**config.mk**
```make
export PLATFORM = sky130hd
export DESIGN_NAME = generic_adder
export DESIGN_NICKNAME = d
export VERILOG_FILES = /design/src/rtl/generic_adder.sv
export SDC_FILE = /design/constraint.sdc
export NUM_CORES = 1
export LEC_CHECK = 0
export CAP_MARGIN = 30
export CORE_AREA = 5 5 75 77
export CTS_CLUSTER_SIZE = 20
export DETAILED_ROUTE_END_ITERATION = 10
export DIE_AREA = 0 0 80 82
export GPL_TIMING_DRIVEN = 0
export MAX_ROUTING_LAYER = met4
export PLACE_DENSITY = 0.82
export SLEW_MARGIN = 20
export SYNTH_ARGS = -nofsm -noshare
export SYNTH_HDL_FRONTEND = slang
export SYNTH_SLANG_ARGS = --single-unit
```
**constraint.sdc**
```tcl
create_clock -name clk -period 0.8 [get_ports clk]
set_clock_uncertainty 0.15 [all_clocks]
set_input_delay 0.12 -clock clk [delete_from_list [all_inputs] [get_ports clk]]
set_output_delay 0.12 -clock clk [all_outputs]
set_load 0.01 [all_outputs]
```
**src/rtl/generic_adder.sv**
```systemverilog
// ----------------------------------------------------------------------------
// generic_adder
//
// Purpose:
//   Registered WIDTH-bit ripple-carry adder built from per-bit full-adder
//   cells.  Computes {carry, sum} = ain + bin + cin with one clock of latency
//   and exposes the registered internal carry chain on c.  A new operation
//   is accepted on every rising clock edge; there is no enable or handshake.
//
// Parameters:
//   WIDTH  operand / sum width, 1..64 (default 24)
//
// Ports:
//   clk    in   1        rising-edge clock
//   rst_n  in   1        asynchronous active-low reset, clears all outputs
//   sum    out  WIDTH    registered sum, modulo 2^WIDTH
//   carry  out  1        registered carry-out of the MSB cell
//   ain    in   WIDTH    operand A, unsigned
//   bin    in   WIDTH    operand B, unsigned
//   cin    in   1        carry-in to bit 0
//   c      out  WIDTH+1  registered carry chain; c[0] = cin, c[WIDTH] = carry
//   ovf    out  1        registered two's-complement overflow
//                        (present only when GENERIC_ADDER_OVF_EN is defined)
//
// Configuration macro:
//   GENERIC_ADDER_OVF_EN  adds the ovf output and its register.
// ----------------------------------------------------------------------------
module generic_adder #(
    parameter int WIDTH = 24
) (
    input  logic             clk,
    input  logic             rst_n,
    output logic [WIDTH-1:0] sum,
    output logic             carry,
    input  logic [WIDTH-1:0] ain,
    input  logic [WIDTH-1:0] bin,
    input  logic             cin,
    output logic [WIDTH:0]   c
`ifdef GENERIC_ADDER_OVF_EN
    ,
    output logic             ovf
`endif
);

    // Combinational carry chain and per-bit sum.
    logic [WIDTH:0]   k_s;
    logic [WIDTH-1:0] s_s;

    // Output registers.
    logic [WIDTH-1:0] sum_r;
    logic             carry_r;
    logic [WIDTH:0]   c_r;

    assign k_s[0] = cin;

    // One full-adder cell per bit, rippled through k_s.
    for (genvar i = 0; i < WIDTH; i++) begin : g_fa
        logic p_s;
        assign p_s        = ain[i] ^ bin[i];
        assign s_s[i]     = p_s ^ k_s[i];
        assign k_s[i + 1] = (ain[i] & bin[i]) | (k_s[i] & p_s);
    end

    // Register sum, carry-out and full carry chain.
    always_ff @(posedge clk or negedge rst_n) begin
        if (!rst_n) begin
            sum_r   <= {WIDTH{1'b0}};
            carry_r <= 1'b0;
            c_r     <= {(WIDTH + 1){1'b0}};
        end else begin
            sum_r   <= s_s;
            carry_r <= k_s[WIDTH];
            c_r     <= k_s;
        end
    end

    assign sum   = sum_r;
    assign carry = carry_r;
    assign c     = c_r;

`ifdef GENERIC_ADDER_OVF_EN
    // Signed overflow: carry into the MSB differs from carry out of it.
    logic ovf_s;
    logic ovf_r;

    assign ovf_s = k_s[WIDTH] ^ k_s[WIDTH-1];

    // Register overflow alongside the sum.
    always_ff @(posedge clk or negedge rst_n) begin
        if (!rst_n) begin
            ovf_r <= 1'b0;
        end else begin
            ovf_r <= ovf_s;
        end
    end

    assign ovf = ovf_r;
`endif

endmodule

```
==> impl_metrics.tcl <==
set metrics [dict create \
    finalMaxSlewViolations 0 \
    path_delay_family "adder cells" \
    combinationalPowerShare 0.244 \
    path_clk_slew_ns 0.09 \
    clkPwrFrac 0.282 \
    tritoncts "done" \
    p_switching_mw 1.518 \
    num-nets-final 267 \
    coreArea_sq_um 4945 \
    dp_hpwl_mm 3.340 \
    gp_congestion 0.6627 \
    worst-slew-pin-transition_ns 0.5806 \
    cap_violations 0 \
    cts.sinks 49 \
    drcViolationCount 0 \
    grt_pass1_vias 1272 \
    power.density_nw_per_um2 2118 \
    ir_worst_vdd_mv 1.324 \
    finalPower_mw 6.238 \
    track_usage 0.1318 \
    netlist_area_sq_um 1714 \
    arrival_ns 9.17 \
    syn-num-nets 149 \
    violations "hold timing, setup timing" \
    routed_via_density 3.989 \
    hold_viol_final 25 \
    worstSetupEndpointType "flip-flop" \
    startpoint_type "primary input" \
    portBuffers 100 \
    avgSynthCellArea_sq_um 23.16 \
    vias 1049 \
    seq_power_share 0.474 \
    root_buffer "clkbuf_8" \
    antenna_found_initial 0 \
    die_y_microns 82 \
    wl_mm 3.966 \
    path_common_cell "fa_2" \
    syn_to_final_growth_pct 71.82 \
    synth_seq_area_share 0.7153 \
    seq_area_sq_um 1226 \
    min_period_ns 9.088 \
    finalSetupViolCount 97 \
    rsz0062_at_grt "yes" \
    yosys_warnings 0 \
    die_area_sq_um 6560 \
    worst_slack_ns -8.288 \
    multi_input_area_sq_um 540.5 \
    synth_seq_cells 49 \
    drtPass1Iterations 2 \
    drive_gt1_frac 0.5026 \
    nFillCells 403 \
    h-tree-depth 2 \
    worst-path-buf-inv 1 \
    ant_nets 0 \
    wl_per_cell_microns 15.08 \
    grt_pass1_wl_mm 6.320 \
    io_pins 101 \
    setup_tns_ns -207.92 \
    start_util 0.3467 \
    whs_ns -0.3221 \
    syn_inst 74 \
    timing.fmax_mhz 110.0 \
    crit_required_ns 0.88 \
    overflow 0 \
    status "finished with violations" \
    drtIter0Drc 24 \
    criticalPathCategory "primary input to flip-flop" \
    antenna_cells 0 \
    leakagePower_nw 1.305 \
    cp_max_fo 2 \
    relSlewSlack 0.6129 \
    cts_max_path_buffers 2 \
    finalCritPeriodShare 11.36 \
    grt_max_degree 27 \
    switching_share 0.2433 \
    critPathSlowestCell "fa_2" \
    intPower_mw 4.720 \
    fp.dieW_microns 80 \
    cpPeakStageDelay_ns 0.54 \
    fp-row-count 26 \
    ys_types 3 \
    min-delay-path-class "primary input to asynchronous set/reset pin" \
    cts_made_buffers 5 \
]
cells by family (layout without fill, tap and decap cells):
group,after synthesis,count (layout),synth area share
fa+ha+maj,24,24,0.2803
flops,49,49,0.7153
buf+inv,1,120,0.004381
worst max path at each step:
stage / start / slack [ns] / cells past startpoint / endpoint
4_1_cts: ain[0] / -8.33 / 25 / sum[23]$_DFF_PN0_
3_3_place_gp: ain[0] / -8.84 / 25 / sum[23]$_DFF_PN0_
5_1_grt: ain[0] / -8.48 / 25 / sum[23]$_DFF_PN0_
3_5_place_dp: ain[0] / -9.03 / 25 / sum[23]$_DFF_PN0_
2_1_floorplan: ain[0] / -8.15 / 24 / sum[23]$_DFF_PN0_
6_report: ain[0] / -8.29 / 25 / sum[23]$_DFF_PN0_
routing by layer:
layer,vias up,global-route usage,routed length (microns)
li1,456,-,-
met1,536,0.1298,1213
met2,53,0.2583,2388
met3,4,0.03289,336
met4,0,0.03041,27
met5,-,-,0
cell usage in the layout, fill, tap and decap left out, drive strengths merged:
master | synthesis | routed
dfrtp | 49 | 49
bufinv | 0 | 1
dlymetal6s2s | 0 | 2
clkbuf | 0 | 7
clkdlybuf4s50 | 0 | 44
buf | 1 | 66
fa | 24 | 24
registers in the layout (all words and copies together) (netlist names):
name / cells
sum: 24
c: 25
power groups by stage:
stage / Sequential [mW] / Combinational [mW] / Clock [mW]
CTS: 2.95 / 1.47 / 1.82
floorplan: 3.19 / 0.251 / 0
global placement: 2.98 / 1.63 / 0
finish: 2.96 / 1.52 / 1.76
global route: 3.00 / 1.67 / 1.91
detailed placement: 3.00 / 1.71 / 0
synth_stat cells:
cell type  instances  share of area
buf_4              1         0.0044
dfrtp_1           49           0.72
fa_1              24           0.28
layout make-up:
cell class / instances / area share
repair buffers: 112 / 0.3309
clock inverters: 1 / 0.01020
clock buffers: 7 / 0.02931
flip-flops and latches: 49 / 0.4163
multi-input cells: 24 / 0.1835
well taps: 70 / 0.02974
metrics by stage:
stage | area, sq um | std cells | util | worst slack (ns)
floorplan | 1775 | 74 | - | -8.153
global placement | 2864 | 244 | 0.5792 | -8.845
detailed placement | 2887 | 245 | 0.5838 | -9.033
CTS | 2848 | 259 | 0.5759 | -8.332
global route | 2945 | 263 | 0.5956 | -8.478
finish | 2945 | 263 | 0.5956 | -8.288
what timing repair did:
action	4_1_cts	5_1_grt
gates resized for setup	224	13
buffers inserted	7	4
endpoints found under the setup margin	98	96
hold endpoints to repair	25	25
pin swaps	0	1
(Power assumes the default switching activity.)
